--- src/rtl/traffic_rr_jam_ctrl_pkg.sv ---
// Shared types and index helpers for the rotating-priority traffic controller.
// Package is named traffic_pkg; all controller files import it.
package traffic_pkg;

  typedef enum logic {
    PH_CLEAR = 1'b0,
    PH_GREEN = 1'b1
  } phase_t;

  localparam int DEFAULT_N_WAYS = 4;

  function automatic int idx_w(input int n);
    return (n > 1) ? $clog2(n) : 1;
  endfunction

  localparam int DEFAULT_IDX_W = idx_w(DEFAULT_N_WAYS);

  // Cyclic increment; n need not be a power of two.
  function automatic int next_idx(input int idx, input int n);
    return (idx + 1 >= n) ? 0 : idx + 1;
  endfunction

endpackage

--- src/rtl/traffic_rr_jam_ctrl_if.sv ---
// Jam-sensor / light-control bundle between the controller and its environment.
interface traffic_rr_jam_ctrl_if
  import traffic_pkg::*;
#(
  parameter int N_WAYS = DEFAULT_N_WAYS
);
  localparam int IW = idx_w(N_WAYS);

  logic [N_WAYS-1:0] jam_sensor;
  logic [N_WAYS-1:0] allow;
  logic [IW-1:0]     green_idx;
  logic              phase_green;

  modport master (
    output jam_sensor,
    input  allow,
    input  green_idx,
    input  phase_green
  );

  modport slave (
    input  jam_sensor,
    output allow,
    output green_idx,
    output phase_green
  );
endinterface

--- src/rtl/traffic_rr_jam_ctrl_pick.sv ---
// Combinational rotating-priority picker: jammed candidates win, otherwise any
// candidate, searching cyclically from start_i.
module traffic_rr_pick
  import traffic_pkg::*;
#(
  parameter  int N_WAYS = 4,
  localparam int IW     = idx_w(N_WAYS)
) (
  input  logic [N_WAYS-1:0] cand_i,
  input  logic [N_WAYS-1:0] jam_i,
  input  logic [IW-1:0]     start_i,
  output logic [IW-1:0]     pick_o,
  output logic              valid_o
);

  logic [N_WAYS-1:0] jam_cand;
  logic [N_WAYS-1:0] pool;

  assign jam_cand = cand_i & jam_i;
  assign pool     = (|jam_cand) ? jam_cand : cand_i;
  assign valid_o  = |cand_i;

  always_comb begin
    logic [IW-1:0] idx;
    logic          found;
    pick_o = '0;
    idx    = start_i;
    found  = 1'b0;
    for (int k = 0; k < N_WAYS; k++) begin
      if (!found && pool[idx]) begin
        found  = 1'b1;
        pick_o = idx;
      end
      idx = IW'(next_idx(int'(idx), N_WAYS));
    end
  end

endmodule

--- src/rtl/traffic_rr_jam_ctrl.sv ---
// N-way traffic light controller: one green at a time, all-red gap between greens,
// jam-first round-robin service with a served mask so every approach gets a turn.
module traffic_rr_jam_ctrl
  import traffic_pkg::*;
#(
  parameter int N_WAYS       = 4,
  parameter int GREEN_CYCLES = 10,
  parameter int MAX_GREEN    = 20,
  parameter int CLEAR_CYCLES = 2
) (
  input  logic                  clk,
  input  logic                  rst_n,
  traffic_rr_jam_ctrl_if.slave  bus
);

  localparam int IW = idx_w(N_WAYS);
  // Timer must hold both the green cap and the clearance length.
  localparam int TMAX = (MAX_GREEN > CLEAR_CYCLES) ? MAX_GREEN : CLEAR_CYCLES;
  localparam int TW   = $clog2(TMAX + 1);

  if (N_WAYS < 2) begin : g_bad_n_ways
    $error("traffic_rr_jam_ctrl: N_WAYS must be >= 2");
  end
  if (GREEN_CYCLES < 1) begin : g_bad_green
    $error("traffic_rr_jam_ctrl: GREEN_CYCLES must be >= 1");
  end
  if (MAX_GREEN < GREEN_CYCLES) begin : g_bad_max
    $error("traffic_rr_jam_ctrl: MAX_GREEN must be >= GREEN_CYCLES");
  end
  if (CLEAR_CYCLES < 1) begin : g_bad_clear
    $error("traffic_rr_jam_ctrl: CLEAR_CYCLES must be >= 1");
  end

  phase_t            state_q;
  logic [TW-1:0]     timer_q;
  logic [N_WAYS-1:0] served_q;
  logic [N_WAYS-1:0] allow_q;
  logic [IW-1:0]     green_idx_q;
  logic              phase_green_q;

  logic [N_WAYS-1:0] cur_oh;
  logic              round_done;
  logic [N_WAYS-1:0] cand_d;
  logic [IW-1:0]     start_idx;
  logic [IW-1:0]     pick_idx;
  logic              pick_valid;
  logic [N_WAYS-1:0] pick_oh;
  logic [N_WAYS-1:0] served_d;
  logic              jam_cur;
  logic              clear_end;
  logic              green_end;

  assign cur_oh     = N_WAYS'(1) << green_idx_q;
  assign round_done = &served_q;
  // At a round boundary the approach just served is barred from an immediate repeat.
  assign cand_d     = round_done ? ~cur_oh : ~served_q;
  assign start_idx  = IW'(next_idx(int'(green_idx_q), N_WAYS));
  assign pick_oh    = N_WAYS'(1) << pick_idx;
  assign served_d   = (round_done ? '0 : served_q) | pick_oh;

  assign jam_cur    = bus.jam_sensor[green_idx_q];
  assign clear_end  = (timer_q == TW'(CLEAR_CYCLES - 1));
  // Past the minimum, green persists only while its own jam flag stays high.
  assign green_end  = (timer_q == TW'(MAX_GREEN - 1)) ||
                      ((timer_q >= TW'(GREEN_CYCLES - 1)) && !jam_cur);

  traffic_rr_pick #(
    .N_WAYS (N_WAYS)
  ) u_pick (
    .cand_i  (cand_d),
    .jam_i   (bus.jam_sensor),
    .start_i (start_idx),
    .pick_o  (pick_idx),
    .valid_o (pick_valid)
  );

  always_ff @(posedge clk or negedge rst_n) begin
    if (!rst_n) begin
      state_q       <= PH_CLEAR;
      timer_q       <= '0;
      served_q      <= '0;
      allow_q       <= '0;
      green_idx_q   <= IW'(N_WAYS - 1);
      phase_green_q <= 1'b0;
    end else begin
      case (state_q)
        PH_CLEAR: begin
          if (clear_end && pick_valid) begin
            state_q       <= PH_GREEN;
            timer_q       <= '0;
            green_idx_q   <= pick_idx;
            allow_q       <= pick_oh;
            phase_green_q <= 1'b1;
            served_q      <= served_d;
          end else begin
            timer_q <= timer_q + TW'(1);
          end
        end
        PH_GREEN: begin
          if (green_end) begin
            state_q       <= PH_CLEAR;
            timer_q       <= '0;
            allow_q       <= '0;
            phase_green_q <= 1'b0;
          end else begin
            timer_q <= timer_q + TW'(1);
          end
        end
        default: begin
          state_q       <= PH_CLEAR;
          timer_q       <= '0;
          allow_q       <= '0;
          phase_green_q <= 1'b0;
        end
      endcase
    end
  end

  assign bus.allow       = allow_q;
  assign bus.green_idx   = green_idx_q;
  assign bus.phase_green = phase_green_q;

endmodule

--- src/flat_wrapper.sv ---
// flat-port wrapper written by rule: the top's interface ports become plain ports
module traffic_rr_jam_ctrl_flat import traffic_pkg::*;
#(
  parameter int N_WAYS       = 4,
  parameter int GREEN_CYCLES = 10,
  parameter int MAX_GREEN    = 20,
  parameter int CLEAR_CYCLES = 2
)
  (clk, rst_n, bus_jam_sensor, bus_allow, bus_green_idx, bus_phase_green);
  traffic_rr_jam_ctrl_if #(.N_WAYS(N_WAYS)) bus_i ();
  input  logic clk;
  input  logic rst_n;
  input wire logic [$bits(bus_i.jam_sensor)-1:0] bus_jam_sensor;
  output wire logic [$bits(bus_i.allow)-1:0] bus_allow;
  output wire logic [$bits(bus_i.green_idx)-1:0] bus_green_idx;
  output wire logic [$bits(bus_i.phase_green)-1:0] bus_phase_green;
  assign bus_i.jam_sensor = bus_jam_sensor;
  assign bus_allow = bus_i.allow;
  assign bus_green_idx = bus_i.green_idx;
  assign bus_phase_green = bus_i.phase_green;
  traffic_rr_jam_ctrl #(.N_WAYS(N_WAYS), .GREEN_CYCLES(GREEN_CYCLES), .MAX_GREEN(MAX_GREEN), .CLEAR_CYCLES(CLEAR_CYCLES)) u_core (.clk(clk), .rst_n(rst_n), .bus(bus_i));
endmodule
--- config.mk ---
export PLATFORM = sky130hd
export DESIGN_NAME = traffic_rr_jam_ctrl_flat
export DESIGN_NICKNAME = d
export VERILOG_FILES = /design/src/rtl/traffic_rr_jam_ctrl_pkg.sv /design/src/rtl/traffic_rr_jam_ctrl_if.sv /design/src/rtl/traffic_rr_jam_ctrl_pick.sv /design/src/rtl/traffic_rr_jam_ctrl.sv /design/src/flat_wrapper.sv
export SDC_FILE = /design/constraint.sdc
export NUM_CORES = 1
export LEC_CHECK = 0
export BUFFER_PORTS_ARGS = -buffer_cell sky130_fd_sc_hd__buf_2
export CAP_MARGIN = 20
export CELL_PAD_IN_SITES_DETAIL_PLACEMENT = 1
export CELL_PAD_IN_SITES_GLOBAL_PLACEMENT = 1
export CORE_MARGIN = 4
export CORE_UTILIZATION = 42
export DETAILED_ROUTE_END_ITERATION = 12
export PLACE_DENSITY = 0.77
export SYNTH_ARGS = -nofsm -noshare
export SYNTH_HDL_FRONTEND = slang
export SYNTH_SLANG_ARGS = --single-unit
--- constraint.sdc ---
create_clock -name clk -period 5 [get_ports clk]
set_input_delay 0.5 -clock clk [delete_from_list [all_inputs] [get_ports clk]]
set_output_delay 0.5 -clock clk [all_outputs]
set_load 0.01 [all_outputs]
==> key figures, run 1 <==
Outcome
  – Status: finished, final reports clean

STA
  – Final hold viol count: 0
  – Hold_ws: 116 ps
  – Setup TNS: 0 ps
  – Fin crit period: around 2900 ps
  – RSZ-0062 raised after global routing: no
  – Layout Skew: 2.04 ps
  – Final period util: 57.1%
  – Final setup viols: 0
  – Rel. slew slack: 29.8%
  – Fmax: 350 MHz
  – Final worst setup slack: about 2100 ps
  – Max Transition Viols Final: 0
  – Slew @ Worst Pin: around 1000 ps

Finish
  – Filler cells: approximately 340
  – Area taken by multi-input logic gates: approximately 710 um^2
  – # nets final: 161
  – Syn-to-layout area delta: 7.64%
  – Layout cell share with drive strength beyond 1: 16.9%
  – FF+latch area: 428 um^2
  – # diodes: 0

Logic synthesis
  – Synth unique cells: 41
  – Seq/Total Area, Yosys: 35.3%
  – Post-synth top area share: a little under a third
  – Area leader, netlist: dfrtp_1
  – Mapped Cells: 137
  – Count leader, synth: nand2_1
  – Syn_nets: between 100 and 150
  – Ys Warns: 0
  – Syn Area/Cell: 8.85 um^2
  – Post-synth EDFFs: 0
  – Mapped Area: 0.00121 mm^2
  – Ys async rst share: 100%
  – #FFs+latches synth: 17
  – Ys flop type: dfrtp_1
  – Post-synth top cells: 16 x nand2_1, 15 x dfrtp_1, 12 x nor2_1, 12 x o21ai_1, 11 x inv_1
  – Dominant cells by area after synthesis: dfrtp_1 31%, ha_1 6.2%, o21ai_1 5.0%

Routing
  – TritonRoute pass-1 iters: 4
  – DRC: 0
  – DR iter-0 viols: 35
  – Final wirelength: 3180 um
  – Via count of the routed design: 1105
  – Antenna Violating Nets Remaining: 0
  – Drt via density: ~6
  – Post-DR wirelength/cell: 17.8 um

CTS
  – CTS Hold Bufs: 0
  – Root buffer cell: clkbuf_4
  – Worst-path clk slew: around 90 ps
  – CTS Buf Count: 3
  – Clk_lat worst skew: between 200 and 300 ps
  – Clock buffer depth: 2
  – Post-CTS Setup Bufs: 0
  – CTS resizes: 0
  – CTS sink count: 17
  – CTS tree: done
  – H-tree lvl count: 1

Floorplanning
  – # rows: 19
  – Initial Util: 44.0%
  – Die H: 61.7 um
  – IO Count: 13
  – Die ar.: roughly 0.0038 mm^2
  – Total core area: 0.00276 mm^2
  – Die extent in x: 61.7 um

Setup path
  – Crit path arrival time: 3010 ps
  – Crit path max fanout: 16
  – Kind of critical path: reg2reg
  – Crit. End Element: flop
  – Startpoint Class: flop
  – Worst Path Required: 5160 ps

Pwr
  – Leak pwr: 0.614 nW
  – Overall Power: 0.983 mW
  – Pwr Density: 753 mW/mm^2
  – Maximum vdd ir drop: ~0.37 mV

Placed design
  – GP Congestion: 0.968
  – Setup WS pre-CTS: about 2200 ps
  – Post-DP HPWL: 2460 um
  – Port bufs: 12

GRT
  – Initial antenna violation count: 0
  – First-pass GRT wire length: 5510 um
  – Number of global-route vias before repair: approximately 1100
  – GRT Total Usage: roughly a fifth
  – Largest net degree at the start of global routing: 18
  – Remaining global-route overflow: 0

Worst hold path
  – Worst min path class: in2async

Flow run
  – MaxCap Viol Count: 0
-- worst paths after layout --
path / depth (start not counted) / slack, ps / from / end
max in group asynchronous: 1 / 4570 / rst_n / u_core.bus.green_idx[0]$_DFFE_PN1P_
min reg2reg: 2 / 480 / u_core.bus.phase_green$_DFFE_PN0P_ / u_core.bus.phase_green$_DFFE_PN0P_
min: 1 / 120 / rst_n / u_core.timer_q[0]$_DFF_PN0_
min in group clk: 2 / 480 / u_core.bus.phase_green$_DFFE_PN0P_ / u_core.bus.phase_green$_DFFE_PN0P_
max: 7 / 2140 / u_core.bus.green_idx[0]$_DFFE_PN1P_ / u_core.served_q[2]$_DFFE_PN0P_
max reg2reg: 7 / 2140 / u_core.bus.green_idx[0]$_DFFE_PN1P_ / u_core.served_q[2]$_DFFE_PN0P_
-- critical path: stages (launching register included) --
cell and delay, ps:
dfstp_2 640, ha_1 250, and4b_1 240, nand2b_4 170, o31ai_2 880, inv_1 160
o211ai_1 240, o21ai_1 130
-- where the power goes --
group | internal, mW | switching [mW] | leakage [nW]
logic | 0.238 | 0.371 | 0.395
clock network | 0.0310 | 0.0417 | 0.0150
registers | 0.207 | 0.0949 | 0.204
-- placed cells by master, fill, tap and decap left out, types with 2 or more instances in the layout --
cell / count
a211oi_1: 2
xnor2_1: 2
o21ai_1: 12
ha_1: 6
dfrtp_1: 15
nand2_1: 16
nor2_1: 12
o21ai_0: 3
o31ai_1: 3
nand4b_1: 2
a311oi_1: 2
a21o_1: 2
dfstp_2: 2
o31a_1: 2
clkbuf_4: 3
buf_2: 12
and4b_1: 3
inv_1: 11
a31oi_1: 3
a21oi_1: 4
nand3_1: 8
o32ai_1: 2
and3_1: 2
-- layer usage --
metal	track usage [%]	routed length, um
met1	25.6	1440
met5	0	0
met4	7.27	63
met3	4.55	99
met2	32.4	1580
-- kinds of logic after synthesis --
kind of cell	synth area share, %
adder cells (fa/ha/maj)	6.19
AND/OR/NAND/NOR	20.4
buffers and inverters	6.09
AO/OA/AOI/OAI	28.0
flip-flops	35.3
XOR/XNOR	2.17
multiplexers	1.86
-- per-stage QoR --
stage | utilization [%] | instances | cell area (um^2)
after floorplan | - | 137 | 1210
after global routing | 47.3 | 179 | 1310
after global placement | 46.4 | 175 | 1280
after CTS | 47.3 | 179 | 1310
after detailed placement | 46.4 | 175 | 1280
final | 47.3 | 179 | 1310
-- layout make-up --
class | instances | share of cell area [%]
clock buffers | 4 | 2.01
inverters | 11 | 3.16
multi-input cells | 104 | 54.5
flip-flops and latches | 17 | 32.8
well taps | 31 | 2.97
repair buffers | 12 | 4.60
-- registers in the layout, indices dropped and copies added, names as in the netlist --
register,flops
u_core.served_q,4
u_core.bus.allow,4
u_core.timer_q,5
u_core.bus.phase_green,1
u_core.state_q,1
u_core.bus.green_idx,2
Note: power is estimated with default switching activity, not from simulation.
==> inputs of run 2 (changes only) <==
--- a/config.mk
+++ b/config.mk
@@ -5,14 +5,15 @@
 export SDC_FILE = /design/constraint.sdc
 export NUM_CORES = 1
 export LEC_CHECK = 0
+export ABC_AREA = 1
 export BUFFER_PORTS_ARGS = -buffer_cell sky130_fd_sc_hd__buf_2
 export CAP_MARGIN = 20
 export CELL_PAD_IN_SITES_DETAIL_PLACEMENT = 1
 export CELL_PAD_IN_SITES_GLOBAL_PLACEMENT = 1
 export CORE_MARGIN = 4
-export CORE_UTILIZATION = 42
+export CORE_UTILIZATION = 39
 export DETAILED_ROUTE_END_ITERATION = 12
-export PLACE_DENSITY = 0.77
+export PLACE_DENSITY = 0.78
 export SYNTH_ARGS = -nofsm -noshare
 export SYNTH_HDL_FRONTEND = slang
 export SYNTH_SLANG_ARGS = --single-unit
==> constraint.sdc (replaced) <==
create_clock -name clk -period 2.45 [get_ports clk]
set_input_delay 0.245 -clock clk [delete_from_list [all_inputs] [get_ports clk]]
set_output_delay 0.245 -clock clk [all_outputs]
set_load 0.01 [all_outputs]
==> key figures, run 2 <==
Outcome
  – Status: finished with violations
  – Failing checks: setup timing

Logic synthesis
  – Post-synth top cells: 48 x nand2_1, 32 x nand3_1, 21 x inv_1, 16 x nand2_2, 15 x dfrtp_1
  – Synth unique cells: 26 (-37%)
  – Ys flop type: dfrtp_1
  – Syn Area/Cell: 7.28 um^2 (-18%)
  – Count leader, synth: nand2_1
  – Ys Warns: 0 (unchanged)
  – Ys async rst share: 100% (unchanged)
  – #FFs+latches synth: 17 (unchanged)
  – Seq/Total Area, Yosys: 29.8% (-5.5 points)
  – Area leader, netlist: dfrtp_1
  – Syn_nets: 209 (+40%)
  – Mapped Area: 0.00143 mm^2 (+18%)
  – Mapped Cells: 197 (+44%)
  – Post-synth EDFFs: 0 (unchanged)
  – Dominant cells by area after synthesis: dfrtp_1 26%, nand2_1 13%, nand3_1 11%
  – Post-synth top area share: 26.2% (-4.8 points)

Setup path
  – Crit path arrival time: 2770 ps (-240 ps)
  – Startpoint Class: flop
  – WP buf/inv: 1 (unchanged)
  – Kind of critical path: reg2reg
  – Cell Chain, Critical Path: buf_6 > ha_4 > nor2_4 > nand2_2 > nand2_4 > nand2_4 > nand2_4 > nor2_8 > nand2_4 > nand3_1 > nand3_1 > nand2_1 > nand2_1 > nor2_4 > nand2_2 > nand2_2 > nand3_2 > nand2_1
  – R2r setup slk: -120 ps (-2260 ps)
  – Crit. End Element: flop
  – Worst Path Required: 2650 ps (-2510 ps)
  – Worst path most repeated cell: nand2_4
  – FF-to-FF Start: u_core.bus.green_idx[1]$_DFFE_PN1P_
  – Crit path max fanout: 7 (-9)
  – R2R depth: 18 (+11)
  – Worst path max stage delay: 610 ps (-270 ps)
  – Crit path max-delay family: simple AND/OR/NAND/NOR gates
  – Worst r2r dst: u_core.bus.allow[3]$_DFFE_PN0P_
  – Critical-path top delay cell: dfstp_2

Floorplanning
  – Total core area: 0.00344 mm^2 (+25%)
  – IO Count: 13 (unchanged)
  – Initial Util: 41.7% (-2.3 points)
  – Die H: 68.6 um (+11%)
  – Die extent in x: 68.6 um (+11%)
  – # rows: 21 (+2)
  – Die ar.: 0.00471 mm^2 (+24%)

STA
  – Fmax: 390 MHz (+11%)
  – Fin crit period: 2570 ps (-291 ps)
  – Final worst setup slack: -116 ps (-2260 ps)
  – Final setup viols: 10 (+10)
  – Rel. slew slack: 70.6% (+41 points)
  – Final period util: 105% (+48 points)
  – Layout Skew: 3.98 ps (+1.94 ps)
  – Final hold viol count: 0 (unchanged)
  – Slew @ Worst Pin: 439 ps (-609 ps)
  – RSZ-0062 raised after global routing: yes
  – Max Transition Viols Final: 0 (unchanged)
  – Setup TNS: -901 ps (-901 ps)

Finish
  – Cell area after layout: 0.00201 mm^2 (+54%)
  – Most common cell after layout, fill and taps aside: nand2_1
  – Layout cell share with drive strength beyond 1: 51.1% (+34 points)
  – Syn-to-layout area delta: 40.5%
  – Most frequent cells in the layout: 34 x nand2_1, 21 x nand2_2, 21 x nand3_2
  – Largest register by flop count: u_core.timer_q
  – Max reg flops: 5 (unchanged)
  – # diodes: 0 (unchanged)
  – # nets final: 244 (+52%)

Placed design
  – Port bufs: 12 (unchanged)
  – Post-DP HPWL: 3140 um (+28%)
  – Setup WS pre-CTS: -61.2 ps (-2290 ps)
  – GP Congestion: 0.829 (-14%)
  – Placed Instance Area: 0.00161 mm^2 (+26%)

Routing
  – Post-DR wirelength/cell: 18.2 um (+2.1%)
  – Antenna Violating Nets Remaining: 0 (unchanged)
  – Drt via density: 5.32 (-14%)
  – Final wirelength: 5030 um (+58%)
  – DRC: 0 (unchanged)
  – DR iter-0 viols: 109 (+210%)
  – Via count of the routed design: 1475 (+33%)
  – TritonRoute pass-1 iters: 4 (unchanged)

GRT
  – Number of global-route vias before repair: 1421 (+24%)
  – Largest net degree at the start of global routing: 18 (unchanged)
  – M1 GR Usage: 24.9% (-0.72 points)
  – GRT Total Usage: 19.1% (-0.79 points)
  – Met2 usage: 32.9% (+0.46 points)
  – First-pass GRT wire length: 6750 um (+23%)
  – Remaining global-route overflow: 0 (unchanged)
  – M3 GR Usage: 3.08% (-1.5 points)
  – Initial antenna violation count: 0 (unchanged)
  – Most used routing layer: met2

CTS
  – Worst-path clk slew: 70 ps (-20 ps)
  – Clk_lat worst skew: 260 ps (-30 ps)
  – Root buffer cell: clkbuf_8
  – CTS Buf Count: 3 (unchanged)
  – CTS tree: done
  – CTS sink count: 17 (unchanged)
  – Clock buffer depth: 2 (unchanged)
  – H-tree lvl count: 1 (unchanged)

Worst hold path
  – Worst min path class: in2async

Flow run
  – MaxCap Viol Count: 0 (unchanged)
run 2: cell types whose count changed after synthesis, sizes merged, moves of 3 or more:
cell / previous run / this run
buf: 5 / 1
o31ai: 4 / 0
nand2: 16 / 71
nand4b: 3 / 0
o21ai: 16 / 10
nor2: 12 / 15
nand3: 8 / 39
and4b: 3 / 0
inv: 11 / 23
run 2: final cells by class:
| cell class | count | area (um^2) |
|---|---|---|
| Clock buffer | 3 | 41.3 |
| Sequential cell | 17 | 428 |
| Fill cell | 419 | 1430 |
| Inverter | 24 | 92.6 |
| Timing Repair Buffer | 31 | 209 |
| Multi-Input combinational cell | 155 | 1180 |
| Tap cell | 46 | 57.6 |
| Clock inverter | 1 | 7.51 |
run 2: metrics by stage:
stage	instances	hold WS (ps)	utilization, %
global placement	263	171	46.9
global route	277	490	58.5
floorplan	197	-50.6	-
detailed placement	263	190	46.9
CTS	269	438	49.3
finish	277	442	58.5
run 2: timing repair:
| action | CTS | global route |
|---|---|---|
| gates resized for setup | 8 | 58 |
| cloned | 0 | 0 |
| hold endpoints to repair | 15 | 0 |
| setup buffers | 1 | 8 |
| pin swaps | 0 | 31 |
| hold buffers | 1 | 0 |
| endpoints found under the setup margin | 9 | 10 |
run 2: per-layer routing:
layer | vias to the layer above | part of all wire [%] | wire, um
li1 | 713 | - | -
met1 | 726 | 44 | 2210
met2 | 25 | 51 | 2580
met3 | 11 | 2.7 | 136
met4 | 0 | 2.1 | 104
met5 | - | 0 | 0
run 2: cell families (layout without fill, tap and decap cells):
logic type,Yosys count,in the layout,share of synthesized area [%]
and+or+nand+nor,126,126,48.3
buffers and inverters,25,59,6.63
AOI/OAI and AO/OA,19,19,7.59
DFF,17,17,29.8
adders and majority gates,6,6,5.24
xor gates and xnor gates,4,4,2.44
run 2: worst max-delay path by stage:
stage	startpoint	end	slack (ps)	cells past startpoint
2_1_floorplan	u_core.bus.green_idx[0]$_DFFE_PN1P_	u_core.served_q[0]$_DFFE_PN0P_	20	12
3_3_place_gp	u_core.bus.green_idx[1]$_DFFE_PN1P_	u_core.served_q[0]$_DFFE_PN0P_	70	18
3_5_place_dp	u_core.bus.green_idx[1]$_DFFE_PN1P_	u_core.bus.allow[0]$_DFFE_PN0P_	-60	18
4_1_cts	u_core.bus.green_idx[1]$_DFFE_PN1P_	u_core.bus.allow[3]$_DFFE_PN0P_	20	19
5_1_grt	u_core.bus.green_idx[1]$_DFFE_PN1P_	u_core.bus.allow[3]$_DFFE_PN0P_	-240	18
6_report	u_core.bus.green_idx[1]$_DFFE_PN1P_	u_core.bus.allow[3]$_DFFE_PN0P_	-120	18
Power of run 2 is left out: the tool's default activity adds up to more than one toggle a clock period on the data nets, which glitch-free logic cannot reach.
